--- src/rtl/video_window_display.sv ---
// Pixel-source stage: windowed FIFO reads, format conversion to RGB888, latency
// alignment to the incoming coordinates and frame-boundary recovery from underflow.
module video_window_display #(
    parameter int          WIN_X0   = 0,
    parameter int          WIN_Y0   = 0,
    parameter int          WIN_W    = 1024,
    parameter int          WIN_H    = 720,
    parameter int          RD_LAT   = 1,
    parameter int          DATA_W   = 16,
    parameter logic [23:0] BG_COLOR = 24'h000000
) (
    input  logic              pixel_clk,
    input  logic              sys_rst_n,
    input  logic              pixel_de,
    input  logic [10:0]       pixel_xpos,
    input  logic [10:0]       pixel_ypos,
    input  logic [1:0]        mode,
    input  logic [DATA_W-1:0] fifo_data,
    input  logic              fifo_empty,
    output logic              rd_req,
    output logic [23:0]       pixel_data,
    output logic              frame_start,
    output logic              underflow,
    output logic [7:0]        underflow_cnt
);

    typedef enum logic [1:0] {
        ST_SYNC   = 2'd0,
        ST_RUN    = 2'd1,
        ST_RESYNC = 2'd2
    } state_t;

    // Window bounds held in 12 bits so X0+W / Y0+H cannot wrap on 11-bit coordinates.
    localparam logic [11:0] X_LO = 12'(WIN_X0);
    localparam logic [11:0] X_HI = 12'(WIN_X0 + WIN_W);
    localparam logic [11:0] Y_LO = 12'(WIN_Y0);
    localparam logic [11:0] Y_HI = 12'(WIN_Y0 + WIN_H);

    function automatic logic [23:0] convert_pixel(input logic [1:0] fmt,
                                                  input logic [DATA_W-1:0] d);
        logic [23:0] px;
        case (fmt)
            2'd1:    px = {d[7:0], d[7:0], d[7:0]};
            2'd2:    px = (|d) ? 24'hFFFFFF : 24'h000000;
            default: px = {d[15:11], 3'b000, d[10:5], 2'b00, d[4:0], 3'b000};
        endcase
        return px;
    endfunction

    logic [11:0]   x_s;
    logic [11:0]   y_s;
    logic          in_win_s;
    logic          fs_cond_s;
    logic          fs_rise_s;
    logic          fs_prev_r;
    logic          frame_start_r;
    logic          uf_event_s;
    state_t        state_r;
    state_t        next_state_s;
    logic [1:0]    mode_q_r;
    logic          rd_req_next_s;
    logic [23:0]   pixel_next_s;
    logic          rd_req_r;
    logic [RD_LAT:0] vld_r;
    logic [23:0]   pixel_data_r;
    logic          underflow_r;
    logic [7:0]    underflow_cnt_r;

    assign x_s        = {1'b0, pixel_xpos};
    assign y_s        = {1'b0, pixel_ypos};
    assign in_win_s   = pixel_de && (x_s >= X_LO) && (x_s < X_HI)
                                 && (y_s >= Y_LO) && (y_s < Y_HI);
    assign fs_cond_s  = pixel_de && (pixel_xpos == 11'd0) && (pixel_ypos == 11'd0);
    assign fs_rise_s  = fs_cond_s && !fs_prev_r;
    assign uf_event_s = (state_r == ST_RUN) && rd_req_r && fifo_empty;

    // Frame-start edge detector and registered one-cycle pulse
    always_ff @(posedge pixel_clk or negedge sys_rst_n) begin
        if (!sys_rst_n) begin
            fs_prev_r     <= 1'b0;
            frame_start_r <= 1'b0;
        end else begin
            fs_prev_r     <= fs_cond_s;
            frame_start_r <= fs_rise_s;
        end
    end

    // State register
    always_ff @(posedge pixel_clk or negedge sys_rst_n) begin
        if (!sys_rst_n) begin
            state_r <= ST_SYNC;
        end else begin
            state_r <= next_state_s;
        end
    end

    // Next-state logic; a frame start wins over a simultaneous underflow
    always_comb begin
        next_state_s = state_r;
        case (state_r)
            ST_SYNC, ST_RESYNC: begin
                if (fs_rise_s) next_state_s = ST_RUN;
                else           next_state_s = state_r;
            end
            ST_RUN: begin
                if (fs_rise_s)       next_state_s = ST_RUN;
                else if (uf_event_s) next_state_s = ST_RESYNC;
                else                 next_state_s = ST_RUN;
            end
            default: next_state_s = ST_SYNC;
        endcase
    end

    // Output logic; gating on the next state lets the frame's first pixel be read
    always_comb begin
        rd_req_next_s = (next_state_s == ST_RUN) && in_win_s;
        if (vld_r[RD_LAT]) pixel_next_s = convert_pixel(mode_q_r, fifo_data);
        else               pixel_next_s = BG_COLOR;
    end

    // Format is sampled only at frame start
    always_ff @(posedge pixel_clk or negedge sys_rst_n) begin
        if (!sys_rst_n) begin
            mode_q_r <= 2'd0;
        end else if (fs_rise_s) begin
            mode_q_r <= mode;
        end else begin
            mode_q_r <= mode_q_r;
        end
    end

    // Sticky underflow flag and saturating event counter
    always_ff @(posedge pixel_clk or negedge sys_rst_n) begin
        if (!sys_rst_n) begin
            underflow_r     <= 1'b0;
            underflow_cnt_r <= 8'd0;
        end else if (uf_event_s) begin
            underflow_r     <= 1'b1;
            underflow_cnt_r <= (underflow_cnt_r == 8'hFF) ? 8'hFF : underflow_cnt_r + 8'd1;
        end else begin
            underflow_r     <= underflow_r;
            underflow_cnt_r <= underflow_cnt_r;
        end
    end

    // Read strobe, valid delay line and registered pixel output
    always_ff @(posedge pixel_clk or negedge sys_rst_n) begin
        if (!sys_rst_n) begin
            rd_req_r     <= 1'b0;
            vld_r        <= '0;
            pixel_data_r <= 24'h000000;
        end else begin
            rd_req_r     <= rd_req_next_s;
            vld_r        <= {vld_r[RD_LAT-1:0], rd_req_next_s};
            pixel_data_r <= pixel_next_s;
        end
    end

    assign rd_req        = rd_req_r;
    assign pixel_data    = pixel_data_r;
    assign frame_start   = frame_start_r;
    assign underflow     = underflow_r;
    assign underflow_cnt = underflow_cnt_r;

endmodule

--- config.mk ---
export PLATFORM = sky130hd
export DESIGN_NAME = video_window_display
export DESIGN_NICKNAME = d
export VERILOG_FILES = /design/src/rtl/video_window_display.sv
export SDC_FILE = /design/constraint.sdc
export NUM_CORES = 1
export LEC_CHECK = 0
export ABC_AREA = 0
export CORE_ASPECT_RATIO = 0.8
export CORE_MARGIN = 4
export CORE_UTILIZATION = 42
export CTS_BUF_LIST = sky130_fd_sc_hd__clkbuf_2
export CTS_CLUSTER_SIZE = 28
export DETAILED_ROUTE_END_ITERATION = 10
export HOLD_SLACK_MARGIN = 0.05
export PLACE_DENSITY = 0.93
export SLEW_MARGIN = 40
export SYNTH_ARGS = -nofsm -noshare
export SYNTH_HDL_FRONTEND = slang
export SYNTH_SLANG_ARGS = --single-unit
export TNS_END_PERCENT = 10
--- constraint.sdc ---
create_clock -name pixel_clk -period 1.6 [get_ports pixel_clk]
set_input_delay 0.16 -clock pixel_clk [delete_from_list [all_inputs] [get_ports pixel_clk]]
set_output_delay 0.16 -clock pixel_clk [all_outputs]
set_load 0.02 [all_outputs]
==> results of run 1 <==
[stage by stage]
step           util, %  setup WS (ps)  TNS, ps  hold WS, ps  instance area [sq um]
6_report          69.4           78.0        0          307                   2640
5_1_grt           69.4           1.78        0          296                   2640
3_5_place_dp      67.9           -277    -5350          219                   2580
2_1_floorplan        -           4.44        0         -136                   1670
3_3_place_gp      67.9           -205    -3960          215                   2580
4_1_cts           69.0           3.71        0          294                   2630
[timing repair]
action / CTS / global route
hold endpoints to repair: 36 / 0
pin swaps: 0 / 0
endpoints found under the setup margin: 21 / 8
hold buffers: 1 / 0
resized for setup: 12 / 6
[worst min-delay path, cell delays in order]
cell	delay [ps]
dlygate4sd3_1	520
buf_2	90
buf_4	370
[how the worst max path moves through the flow]
stage,from,to,slack (ps),cells past startpoint
after floorplan,vld_r[0],underflow_cnt[6],4,6
after global placement,pixel_de,mode_q_r[0],-200,5
after detailed placement,fifo_data[10],pixel_data[19],-280,6
after CTS,pixel_data[16],pixel_data[16],4,1
after global routing,mode_q_r[0],pixel_data[11],2,7
final,pixel_data[23],pixel_data[23],80,1
[cell usage in the layout (no fill, tap or decap), types with 2 or more instances in the layout]
| cell type | n |
|---|---|
| nor4_1 | 6 |
| ha_1 | 3 |
| nand2_1 | 20 |
| o21ai_1 | 2 |
| dlymetal6s2s_1 | 5 |
| dfrtp_1 | 36 |
| clkinv_2 | 2 |
| dlygate4sd2_1 | 11 |
| o21a_1 | 2 |
| and3_1 | 5 |
| a21oi_1 | 23 |
| nor2_1 | 4 |
| nor4_2 | 3 |
| buf_4 | 18 |
| o21ai_0 | 6 |
| inv_1 | 18 |
| clkdlybuf4s50_1 | 61 |
| nor3_1 | 2 |
| xor2_1 | 2 |
| nand2b_1 | 3 |
| mux2_4 | 3 |
| clkbuf_2 | 5 |
| nand4_2 | 2 |
[power by group]
group | leakage (nW) | switching (mW) | internal [mW]
Sequential | 0.498 | 0.00000858 | 0.911
Combinational | 0.845 | 0.0566 | 0.113
Clock | 0.0302 | 0.287 | 0.0978
[metal layers]
metal  part of all wire, %  wire, microns  GRT usage (%)
met1                    42           1670           20.6
met2                    48           1910           29.2
met3                   7.9            313           5.49
met4                   2.3             93           8.73
met5                     0              0              0
[sequential cells by signal, indices dropped and copies added (netlist names)]
| name | cells |
|---|---|
| underflow | 1 |
| underflow_cnt | 8 |
| fs_prev_r | 1 |
| vld_r | 2 |
| frame_start | 1 |
| pixel_data | 19 |
| state_r | 2 |
| mode_q_r | 2 |
[synthesized netlist by cell type]
cell | n | area [sq um]
nand4_2 | 2 | 25.0
nand3_1 | 1 | 5.00
a21oi_1 | 23 | 115
ha_1 | 3 | 37.5
xnor2_1 | 1 | 8.76
o211a_1 | 1 | 10.0
dfrtp_1 | 36 | 901
nand4b_1 | 1 | 8.76
nor3_4 | 1 | 16.3
xor2_1 | 2 | 17.5
buf_4 | 7 | 52.6
o21ai_2 | 1 | 8.76
and3_1 | 5 | 31.3
inv_1 | 19 | 71.3
nand2_2 | 1 | 6.26
nor3b_1 | 1 | 7.51
clkbuf_1 | 2 | 7.51
and4b_1 | 1 | 10.0
and2_1 | 1 | 6.26
nor4_1 | 6 | 37.5
buf_1 | 1 | 3.75
nor2_1 | 4 | 15.0
o21ai_1 | 2 | 10.0
nor4_2 | 3 | 37.5
nand2b_1 | 3 | 18.8
nand4_1 | 1 | 6.26
a41oi_1 | 2 | 17.5
o21ai_0 | 6 | 30.0
nand2_1 | 20 | 75.1
nor3_1 | 2 | 10.0
mux2_4 | 3 | 45.0
o21a_1 | 2 | 15.0
[cells by family (layout without fill, tap and decap cells)]
group | after synthesis | count (layout) | synth area share, %
AO/OA/AOI/OAI | 37 | 37 | 12.4
multiplexers | 3 | 3 | 2.70
XOR/XNOR | 3 | 3 | 1.58
adder cells (fa/ha/maj) | 3 | 3 | 2.25
flip-flops | 36 | 36 | 54.0
AND/OR/NAND/NOR | 53 | 53 | 19.0
buffers and inverters | 29 | 124 | 8.10
[final cells by class]
type	count	area, sq um
Fill cell	297	1160
Clock buffer	5	25.0
Clock inverter	3	13.8
Multi-Input combinational cell	99	639
Tap cell	55	68.8
Timing Repair Buffer	97	920
Inverter	19	71.3
Sequential cell	36	901
==> impl_metrics.yaml, run 1 <==
grt:
  overflow: 0
  antenna_found_initial: 0
  track_usage_pct: 17.6
  grt_max_degree: 37
  grt_pass1_vias: 1576
  grt_first_pass_wirelength_microns: 6850
power_and_ir_drop:
  power.density_mw_per_mm2: 555
  p_leak_nw: 1.37
  finalPower_mw: 1.47
  ir_drop_mv: 0.334
placement:
  place_inst: 305
  dp_hpwl_microns: 3220
  gp_congestion: 0.814
  port_buffers: 78
setup_path:
  worst_path_max_delay_cell: "clkdlybuf4s50_1"
  slowest_delay_ps: 610
  crit_path_end_kind: "primary output"
  rr_worst_depth: 7
  cp_max_fo: 1
  cp.arrival_ps: 1360
  required_ps: 1440
  timing.rr.end: "pixel_data[19]"
  startpoint_type: "flop"
  path_cells: "clkdlybuf4s50_1"
  crit_buf_inv: 1
  r2r_slack_ps: 130
  crit_family: "buffers and inverters"
  r2r-start: "mode_q_r[0]"
  critPathKind: "reg2out"
floorplan:
  initial_core_util_pct: 43.8
  rows: 20
  core_area_sq_mm: 0.00380
  die_y_microns: 64.4
  die_area_sq_mm: 0.00505
  ios: 79
  die_width_microns: 78.5
outcome:
  outcome: "finished clean"
cells_and_area:
  syn_to_final_growth_pct: 58.2
  layout.nets: 305
  diodes: 0
  final_cell_count_no_fill: 314
  drive_gt1_share_pct: 15.1
logic_synthesis:
  ys_seq_area_share_pct: 54.0
  synth.distinct_cells: 32
  synthCells: 164
  synth.avg_cell_area_sq_um: 10.2
  synth-seq-cells: 36
  synth_warnings: 0
  syn_area_sq_mm: 0.00167
  syn_nets: 211
drt:
  ant_nets: 0
  drc: 0
  drt_first_pass_iters: 4
  wl_per_cell_microns: 12.7
  vias: 1511
  wl_microns: 3990
  via_per_inst: 4.81
  drt_iter0_drc: 68
sta:
  setup_viol: 0
  max_slew.worst_pin.slew_ps: 440
  final_hold_viol_count: 0
  fin_crit_ps: 1520
  fin_worst_skew_ps: 19.7
  period_share_pct: 95.1
  timing.fmax_mhz: 657
  rsz0062_at_grt: "true"
  slew_headroom_pct: 70.7
  finalMaxSlewViolations: 0
clock_network:
  post-cts-setup-buffer-count: 0
  clock_latency_ps: 380
  cts.htree.levels: 2
  cts_tree: "yes"
  clock_sinks: 36
  clkTransAtPathRegs_ps: 180
  clockRootBuffer: "clkbuf_2"
  clockBufferDepth: 2
  numCtsBuffers: 5
min_path:
  hp-class: "in2async"
job:
  cap_violations: 0
No activity file was read; power rests on OpenSTA's default activity.
==> inputs of run 2 (changes only) <==
--- a/config.mk
+++ b/config.mk
@@ -14,7 +14,7 @@
 export DETAILED_ROUTE_END_ITERATION = 10
 export HOLD_SLACK_MARGIN = 0.05
 export PLACE_DENSITY = 0.93
-export SLEW_MARGIN = 40
+export SLEW_MARGIN = 20
 export SYNTH_ARGS = -nofsm -noshare
 export SYNTH_HDL_FRONTEND = slang
 export SYNTH_SLANG_ARGS = --single-unit
==> results of run 2 <==
The final DEF is identical to that of run 1; final timing and power are the same.
